<file path="src/rtl/ee201_detour_input_cond_pkg.sv">
// Shared definitions for the detour-sign input conditioner: debounce states,
// direction encoding and default timing parameters.
package ee201_detour_input_cond_pkg;

  typedef enum logic {
    DEB_STABLE = 1'b0,
    DEB_COUNT  = 1'b1
  } deb_state_e;

  localparam logic DIR_LEFT  = 1'b1;
  localparam logic DIR_RIGHT = 1'b0;

  localparam int DEF_DEB_CYCLES = 8;
  localparam int DEF_DEB_W      = 4;
  localparam int DEF_TICK_DIV   = 4;
  localparam int DEF_TICK_W     = 2;

  // Debug counter sticks at all-ones instead of wrapping.
  function automatic logic [7:0] sat_inc8(input logic [7:0] v);
    return (v == 8'hFF) ? v : v + 8'd1;
  endfunction

endpackage

</file>
<file path="src/rtl/ee201_detour_input_cond_sync2.sv">
// Two-flop synchronizer for the asynchronous direction switch; both stages
// clear to 0 on synchronous reset.
module ee201_sync2 (
  input  logic Clk,
  input  logic reset_n,
  input  logic d,
  output logic q
);

  logic s1_q, s2_q;
  logic s1_d, s2_d;

  always_comb begin
    s1_d = d;
    s2_d = s1_q;
  end

  always_ff @(posedge Clk) begin
    if (!reset_n) begin
      s1_q <= 1'b0;
      s2_q <= 1'b0;
    end else begin
      s1_q <= s1_d;
      s2_q <= s2_d;
    end
  end

  assign q = s2_q;

endmodule

</file>
<file path="src/rtl/ee201_detour_input_cond.sv">
// Direction-switch conditioner: synchronize, debounce into L_Rbar with a
// one-cycle dir_change pulse, count aborted debounces, and divide Clk into step_en.
module ee201_detour_input_cond
  import ee201_detour_input_cond_pkg::*;
#(
  parameter int DEB_CYCLES = DEF_DEB_CYCLES,
  parameter int DEB_W      = DEF_DEB_W,
  parameter int TICK_DIV   = DEF_TICK_DIV,
  parameter int TICK_W     = DEF_TICK_W
) (
  input  logic       Clk,
  input  logic       reset_n,
  input  logic       L_Rbar_raw,
  output logic       L_Rbar,
  output logic       dir_change,
  output logic       step_en,
  output logic [7:0] bounce_cnt
);

  logic s2;

  ee201_sync2 u_sync (
    .Clk     (Clk),
    .reset_n (reset_n),
    .d       (L_Rbar_raw),
    .q       (s2)
  );

  deb_state_e        state_q, state_d;
  logic [DEB_W-1:0]  deb_cnt_q, deb_cnt_d;
  logic              l_rbar_q, l_rbar_d;
  logic              dir_change_q, dir_change_d;
  logic [7:0]        bounce_cnt_q, bounce_cnt_d;
  logic [TICK_W-1:0] tick_cnt_q, tick_cnt_d;
  logic              step_en_q, step_en_d;

  // deb_cnt counts consecutive synced samples that disagree with L_Rbar;
  // any agreeing sample while counting is an aborted attempt.
  always_comb begin
    state_d      = state_q;
    deb_cnt_d    = '0;
    l_rbar_d     = l_rbar_q;
    dir_change_d = 1'b0;
    bounce_cnt_d = bounce_cnt_q;
    unique case (state_q)
      DEB_STABLE: begin
        if (s2 != l_rbar_q) begin
          state_d   = DEB_COUNT;
          deb_cnt_d = DEB_W'(1);
        end
      end
      DEB_COUNT: begin
        if (s2 == l_rbar_q) begin
          state_d      = DEB_STABLE;
          bounce_cnt_d = sat_inc8(bounce_cnt_q);
        end else if (deb_cnt_q == DEB_W'(DEB_CYCLES - 1)) begin
          state_d      = DEB_STABLE;
          l_rbar_d     = s2;
          dir_change_d = 1'b1;
        end else begin
          deb_cnt_d = deb_cnt_q + DEB_W'(1);
        end
      end
    endcase
  end

  always_comb begin
    if (tick_cnt_q == TICK_W'(TICK_DIV - 1)) begin
      tick_cnt_d = '0;
      step_en_d  = 1'b1;
    end else begin
      tick_cnt_d = tick_cnt_q + TICK_W'(1);
      step_en_d  = 1'b0;
    end
  end

  always_ff @(posedge Clk) begin
    if (!reset_n) begin
      state_q      <= DEB_STABLE;
      deb_cnt_q    <= '0;
      l_rbar_q     <= DIR_RIGHT;
      dir_change_q <= 1'b0;
      bounce_cnt_q <= '0;
      tick_cnt_q   <= '0;
      step_en_q    <= 1'b0;
    end else begin
      state_q      <= state_d;
      deb_cnt_q    <= deb_cnt_d;
      l_rbar_q     <= l_rbar_d;
      dir_change_q <= dir_change_d;
      bounce_cnt_q <= bounce_cnt_d;
      tick_cnt_q   <= tick_cnt_d;
      step_en_q    <= step_en_d;
    end
  end

  assign L_Rbar     = l_rbar_q;
  assign dir_change = dir_change_q;
  assign step_en    = step_en_q;
  assign bounce_cnt = bounce_cnt_q;

endmodule

</file>
<file path="config.mk">
export PLATFORM = sky130hd
export DESIGN_NAME = ee201_detour_input_cond
export DESIGN_NICKNAME = d
export VERILOG_FILES = /design/src/rtl/ee201_detour_input_cond_pkg.sv /design/src/rtl/ee201_detour_input_cond_sync2.sv /design/src/rtl/ee201_detour_input_cond.sv
export SDC_FILE = /design/constraint.sdc
export NUM_CORES = 1
export LEC_CHECK = 0
export BUFFER_PORTS_ARGS = -buffer_cell sky130_fd_sc_hd__buf_2
export CAP_MARGIN = 20
export CORE_MARGIN = 5
export CORE_UTILIZATION = 25
export CTS_CLUSTER_SIZE = 28
export DETAILED_ROUTE_END_ITERATION = 16
export REMOVE_ABC_BUFFERS = 1
export SYNTH_ARGS = -nofsm -noshare
export SYNTH_HDL_FRONTEND = slang
export SYNTH_SLANG_ARGS = --single-unit
</file>
<file path="constraint.sdc">
create_clock -name Clk -period 1.37 [get_ports Clk]
set_input_delay 0.2055 -clock Clk [delete_from_list [all_inputs] [get_ports Clk]]
set_output_delay 0.2055 -clock Clk [all_outputs]
set_load 0.02 [all_outputs]
</file>
# After elaboration in Yosys (flattened, before gate mapping)
# Cells that the tools add are included.
# totals
reg_bits	20
latch_bits	0
ram_bits	0
mem_bits_ro	0
inputBits	3
out_inout_bits	11
mem_count	0
# classes
addsub	3
n_mul	0
n_div	0
magnitude_cmp	0
eq_ne	5
n_shift	0
n_mux	10
n_bitwise	4
n_reduce_logical	4
# op_table
op	count
8-bit by 1-bit adder with 8-bit output, second input constant	1
8-bit == test, second input constant	1
4-bit two-way mux	2
4-bit one-hot mux with 2 select lines	1
1-bit two-way mux	6
3-bit AND reduction	2
4-bit by 1-bit adder with 4-bit output, second input constant	1
4-bit by 3-bit == test with 1-bit output, second input constant	1
1-bit inverter	4
3-bit OR reduction	1
2-bit by 1-bit adder with 2-bit output, second input constant	1
2-bit == test, second input constant	1
1-bit one-hot mux with 2 select lines	1
2-bit OR reduction	1
1-bit == test	1
1-bit != test	1

# Longest topological paths before layout
# depth
word_depth	4
depth_mapped	5
mapped_depth_nobuf	5

# By module
# Synthesis repeated with hierarchy kept, for this count alone.
# unflattened
hier_cells	83
area_unflattened_um2	792.0
# modules_own_cells
module	instances	cells_each	area_per_inst_um2
ee201_detour_input_cond	1	79	739.5
ee201_sync2	1	4	52.6

# Worst setup path after synthesis
# No wires, ideal clock.
# synth_path
kind	register to register
start	register bounce_cnt_q[0] (netlist: bounce_cnt[0])
end	register bounce_cnt_q[7] (netlist: bounce_cnt[7])
setup_time_ns	0.071
arrival_time_ns	1.497
setup_slack_ns	-0.198
stages_incl_launch_ff	6
path_buffers	0
synth_period_minus_slack_ns	1.568
path_cell_list	dfxtp_1 -> ha_1 -> nand3_1 -> o211ai_4 -> or4_1 -> a21oi_1
# synth_via
elab_chain_cells	3
# synth_lines
element	line_no	source
start: declaration	ee201_detour_input_cond.sv:33	logic [7:0] bounce_cnt_q, bounce_cnt_d;
start signal: assignment	ee201_detour_input_cond.sv:91	bounce_cnt_q <= bounce_cnt_d;
branches (longest 3 deep; another with 8-bit by 1-bit adder with 8-bit output)	-	
# Parallel ways; which one is timed is not known.
# A chain may end at the register's enable or synchronous reset.

# Final worst setup path
# layout_path
start	register bounce_cnt_q[1] (netlist: bounce_cnt[1])
end	register bounce_cnt_q[7] (netlist: bounce_cnt[7])
# The elaborated chain is that of the path after synthesis.

==> flow_summary.html <==
<table>
<tr><th>Metric</th><th>Value</th></tr>
<tr><th colspan="2">Outcome</th></tr>
<tr><td>Status</td><td>complete, but fails checks</td></tr>
<tr><td>Violated checks</td><td>setup timing</td></tr>
<tr><th colspan="2">Timing</th></tr>
<tr><td>Hold Fails Final Rpt</td><td>0</td></tr>
<tr><td>Number of endpoints failing setup at the final stage</td><td>2</td></tr>
<tr><td>Setup repair after global routing missed its margin</td><td>yes</td></tr>
<tr><td>Count of final max-slew check failures</td><td>0</td></tr>
<tr><td>Setup_tns</td><td>-55.3 ps</td></tr>
<tr><td>Clock skew after layout</td><td>1.82 ps</td></tr>
<tr><td>Slew headroom</td><td>0.729</td></tr>
<tr><td>Worst hold slack</td><td>117 ps</td></tr>
<tr><td>Final worst slack</td><td>-35.6 ps</td></tr>
<tr><td>Transition time at the pin with the least slew margin</td><td>405 ps</td></tr>
<tr><td>Maximum achievable frequency</td><td>0.711 GHz</td></tr>
<tr><td>Final worst-path cycle share</td><td>1.03</td></tr>
<tr><td>Time the worst path needs with I/O delays and setup</td><td>1410 ps</td></tr>
<tr><th colspan="2">Clock network</th></tr>
<tr><td>Total of hold buffers inserted after clock tree synthesis</td><td>0</td></tr>
<tr><td>CTS clk-pin slew, worst paths</td><td>110 ps</td></tr>
<tr><td>Number of buffers created by CTS</td><td>3</td></tr>
<tr><td>Clock sinks</td><td>20</td></tr>
<tr><td>H-tree level count</td><td>1</td></tr>
<tr><td>Clock insertion delay at the later pin of the skew report</td><td>290 ps</td></tr>
<tr><td>Number of buffers between clock root and the deepest sink</td><td>2</td></tr>
<tr><td>CTS tree</td><td>built</td></tr>
<tr><td>Clock Root Buffer</td><td>sky130_fd_sc_hd__clkbuf_4</td></tr>
<tr><th colspan="2">Synth</th></tr>
<tr><td>Most numerous cell types in the synthesized netlist</td><td>sky130_fd_sc_hd__dfxtp_1, sky130_fd_sc_hd__nor2_1, sky130_fd_sc_hd__nand2_1, sky130_fd_sc_hd__a21oi_1</td></tr>
<tr><td>Seq/Total Area, Yosys</td><td>0.500</td></tr>
<tr><td>Top cell type by total area after synthesis</td><td>sky130_fd_sc_hd__dfxtp_1</td></tr>
<tr><td>Cell with the most instances after synthesis</td><td>sky130_fd_sc_hd__dfxtp_1</td></tr>
<tr><td>Portion of synthesized cell area occupied by the leading cell type</td><td>0.500</td></tr>
<tr><td>Mapped cell area</td><td>801 um2</td></tr>
<tr><td>Top_reg_cell synth</td><td>sky130_fd_sc_hd__dfxtp_1</td></tr>
<tr><td>Number of warnings printed during yosys synthesis</td><td>0</td></tr>
<tr><td>Asr flop ratio synth</td><td>0</td></tr>
<tr><td>Number of cells produced by synthesis</td><td>82</td></tr>
<tr><td>EDFF count, synth</td><td>0</td></tr>
<tr><td>Synth cell types</td><td>26</td></tr>
<tr><td>Per-instance average area after synthesis</td><td>9.77 um2</td></tr>
<tr><td>Yosys reg bits</td><td>20</td></tr>
<tr><td>Largest cells by area after synthesis</td><td>sky130_fd_sc_hd__dfxtp_1, sky130_fd_sc_hd__ha_1, sky130_fd_sc_hd__nor2_1</td></tr>
<tr><th colspan="2">Floorplanning</th></tr>
<tr><td>Die Area</td><td>4430 um2</td></tr>
<tr><td>Number of top-level pins</td><td>14</td></tr>
<tr><td>X dimension of the die</td><td>66.6 um</td></tr>
<tr><td>Die height</td><td>66.6 um</td></tr>
<tr><td>Row cnt</td><td>20</td></tr>
<tr><td>Starting density of the core</td><td>0.262</td></tr>
<tr><td>Area of the core</td><td>3050 um2</td></tr>
<tr><th colspan="2">Drt</th></tr>
<tr><td>Post-Route WL</td><td>1740 um</td></tr>
<tr><td>Number of optimization iterations in the first detailed-route pass</td><td>4</td></tr>
<tr><td>Final antenna-violating net count</td><td>0</td></tr>
<tr><td>Via Count</td><td>704</td></tr>
<tr><td>Routed wire length per instance</td><td>11.1 um</td></tr>
<tr><td>Initial DRC count</td><td>11</td></tr>
<tr><td>Residual DRC</td><td>0</td></tr>
<tr><td>DR vias/cell</td><td>4.48</td></tr>
<tr><th colspan="2">Critical path</th></tr>
<tr><td>Worst Setup SP</td><td>bounce_cnt[1]</td></tr>
<tr><td>Endpoint arrival time on the critical path</td><td>1640 ps</td></tr>
<tr><td>Depth of the worst register-to-register path</td><td>5</td></tr>
<tr><td>Worst setup path endpoint</td><td>bounce_cnt[7]</td></tr>
<tr><td>Peak fanout along the critical path</td><td>6</td></tr>
<tr><td>Peak per-stage delay on the critical path</td><td>510 ps</td></tr>
<tr><td>Crit-path cells</td><td>ha_4, nand3_4, o211ai_4, or4_1, a21oi_2</td></tr>
<tr><td>Data required time at the worst endpoint</td><td>1600 ps</td></tr>
<tr><td>R2r endpoint</td><td>bounce_cnt[7]</td></tr>
<tr><td>Reg-to-reg slack, setup</td><td>-40 ps</td></tr>
<tr><td>Launch instance of the worst register-to-register path</td><td>bounce_cnt[1]</td></tr>
<tr><td>Path type of the worst setup path</td><td>flip-flop to flip-flop</td></tr>
<tr><td>Critical Path End Type</td><td>flip-flop</td></tr>
<tr><td>Crit path max-delay cell type</td><td>sky130_fd_sc_hd__or4_1</td></tr>
<tr><td>Launching element type of the critical path</td><td>flip-flop</td></tr>
<tr><th colspan="2">Global routing</th></tr>
<tr><td>Global-route wire length before repair</td><td>2910 um</td></tr>
<tr><td>GRT Residual Overflow</td><td>0</td></tr>
<tr><td>Pin count of the biggest net entering global routing</td><td>14</td></tr>
<tr><td>Global Route Usage Sum</td><td>0.0837</td></tr>
<tr><td>Number of global-route vias before repair</td><td>714</td></tr>
<tr><td>Antenna violations before repair</td><td>0</td></tr>
<tr><th colspan="2">Place</th></tr>
<tr><td>Hpwl dp</td><td>1220 um</td></tr>
<tr><td>Number of instances in the placed design</td><td>153</td></tr>
<tr><td>Global placer's final weighted congestion</td><td>0.727</td></tr>
<tr><td>Placed inst area</td><td>1030 um2</td></tr>
<tr><td>Number of I/O port buffers</td><td>13</td></tr>
<tr><th colspan="2">Pwr</th></tr>
<tr><td>Power per cell area</td><td>835 nW/um2</td></tr>
<tr><td>Peak VDD IR</td><td>391 uV</td></tr>
<tr><td>P_leak</td><td>0.463 nW</td></tr>
<tr><th colspan="2">Final layout</th></tr>
<tr><td>Number of nets in the layout</td><td>121</td></tr>
<tr><td>Layout Cells excl Fill</td><td>157</td></tr>
<tr><td>Area growth from synthesis to layout</td><td>38.8%</td></tr>
<tr><td>Share of cells above drive strength 1</td><td>0.398</td></tr>
<tr><td>Diode count</td><td>0</td></tr>
<tr><td>Summed area of non-filler cells in the final layout</td><td>1110 um2</td></tr>
<tr><th colspan="2">Hold path</th></tr>
<tr><td>Worst hold path class</td><td>input port to flip-flop</td></tr>
<tr><th colspan="2">Flow run</th></tr>
<tr><td>Maximum capacitance violations</td><td>0</td></tr>
</table>
-- repair_timing --
action | CTS | global route
pin swaps | 2 | 4
resized for setup | 6 | 8
setup endpoints to repair | 6 | 8
setup buffers | 0 | 1
-- through the flow --
step / util / worst slack [ps] / total power, mW
2_1_floorplan: - / -198 / 0.646
3_3_place_gp: 0.337 / -49.4 / 0.666
3_5_place_dp: 0.337 / -108 / 0.667
4_1_cts: 0.350 / -31.8 / 0.943
5_1_grt: 0.364 / -118 / 0.976
6_report: 0.364 / -35.6 / 0.928
-- critical path, delay by kind of cell, from the launching register on --
family	cells	cell delay, ps
AO/OA/AOI/OAI	2	240
adder cells (fa/ha/maj)	1	170
flip-flops	1	350
AND/OR/NAND/NOR	2	590
-- cells in the final DEF, fill, tap and decap left out, types with 2 or more instances in the layout --
master	netlist	final
sky130_fd_sc_hd__dfxtp_2	0	5
sky130_fd_sc_hd__nor2_1	10	10
sky130_fd_sc_hd__nor3_1	3	3
sky130_fd_sc_hd__buf_2	0	13
sky130_fd_sc_hd__o21ai_0	3	3
sky130_fd_sc_hd__a21oi_1	6	5
sky130_fd_sc_hd__nand2_1	7	7
sky130_fd_sc_hd__dfxtp_1	20	15
sky130_fd_sc_hd__and2_1	3	3
sky130_fd_sc_hd__or3_1	2	2
sky130_fd_sc_hd__xor2_1	2	2
sky130_fd_sc_hd__buf_4	0	15
sky130_fd_sc_hd__o31ai_1	2	2
sky130_fd_sc_hd__or4_1	2	2
sky130_fd_sc_hd__clkbuf_4	0	3
sky130_fd_sc_hd__nand4_1	3	3
-- worst min-delay path by stage --
| stage | start | end | slack (ps) | depth (start not counted) |
|---|---|---|---|---|
| 6_report | L_Rbar_raw | u_sync.s1_q | 120 | 2 |
| 5_1_grt | L_Rbar_raw | u_sync.s1_q | 120 | 2 |
| 4_1_cts | L_Rbar_raw | u_sync.s1_q | 100 | 2 |
| 3_5_place_dp | tick_cnt_q[0] | tick_cnt_q[0] | 420 | 1 |
| 3_3_place_gp | tick_cnt_q[0] | tick_cnt_q[0] | 410 | 1 |
| 2_1_floorplan | reset_n | step_en | 330 | 1 |
-- flip-flops by register name, indices dropped and copies added (netlist names) --
register / count
tick_cnt_q: 2
u_sync.s1_q: 1
dir_change: 1
state_q: 1
u_sync.q: 1
bounce_cnt: 8
deb_cnt_q: 4
step_en: 1
L_Rbar: 1
-- power by group --
| part | switching (mW) | internal [mW] | total [mW] |
|---|---|---|---|
| sequential | 0.00808 | 0.596 | 0.604 |
| clock | 0.169 | 0.102 | 0.271 |
| combinational | 0.0258 | 0.0266 | 0.0524 |
-- final cells by class --
class                           instances  area, um2
Clock buffer                            3       22.5
Fill cell                             343       1940
Sequential cell                        20        407
Inverter                                1       3.75
Multi-Input combinational cell         60        434
Timing Repair Buffer                   29        189
Tap cell                               44       55.1
-- cell families (layout without fill, tap and decap cells) --
| family | after synthesis | after routing | share of synthesized area |
|---|---|---|---|
| simple gates | 38 | 38 | 0.244 |
| xor+xnor | 4 | 4 | 0.0672 |
| flops | 20 | 20 | 0.500 |
| fa+ha+maj | 3 | 3 | 0.0469 |
| mux | 1 | 1 | 0.0125 |
| compound gates | 14 | 14 | 0.120 |
| buf+inv | 2 | 33 | 0.00937 |
-- layer usage --
metal / GRT usage / share of wire / wire length, um / vias up
li1: - / - / - / 357
met1: 0.0890 / 0.41 / 722 / 336
met4: 0.0406 / 0.0075 / 13 / 0
met5: 0 / 0 / 0 / -
met3: 0.0185 / 0.039 / 68 / 2
met2: 0.153 / 0.54 / 940 / 9
(Power assumes the default switching activity.)
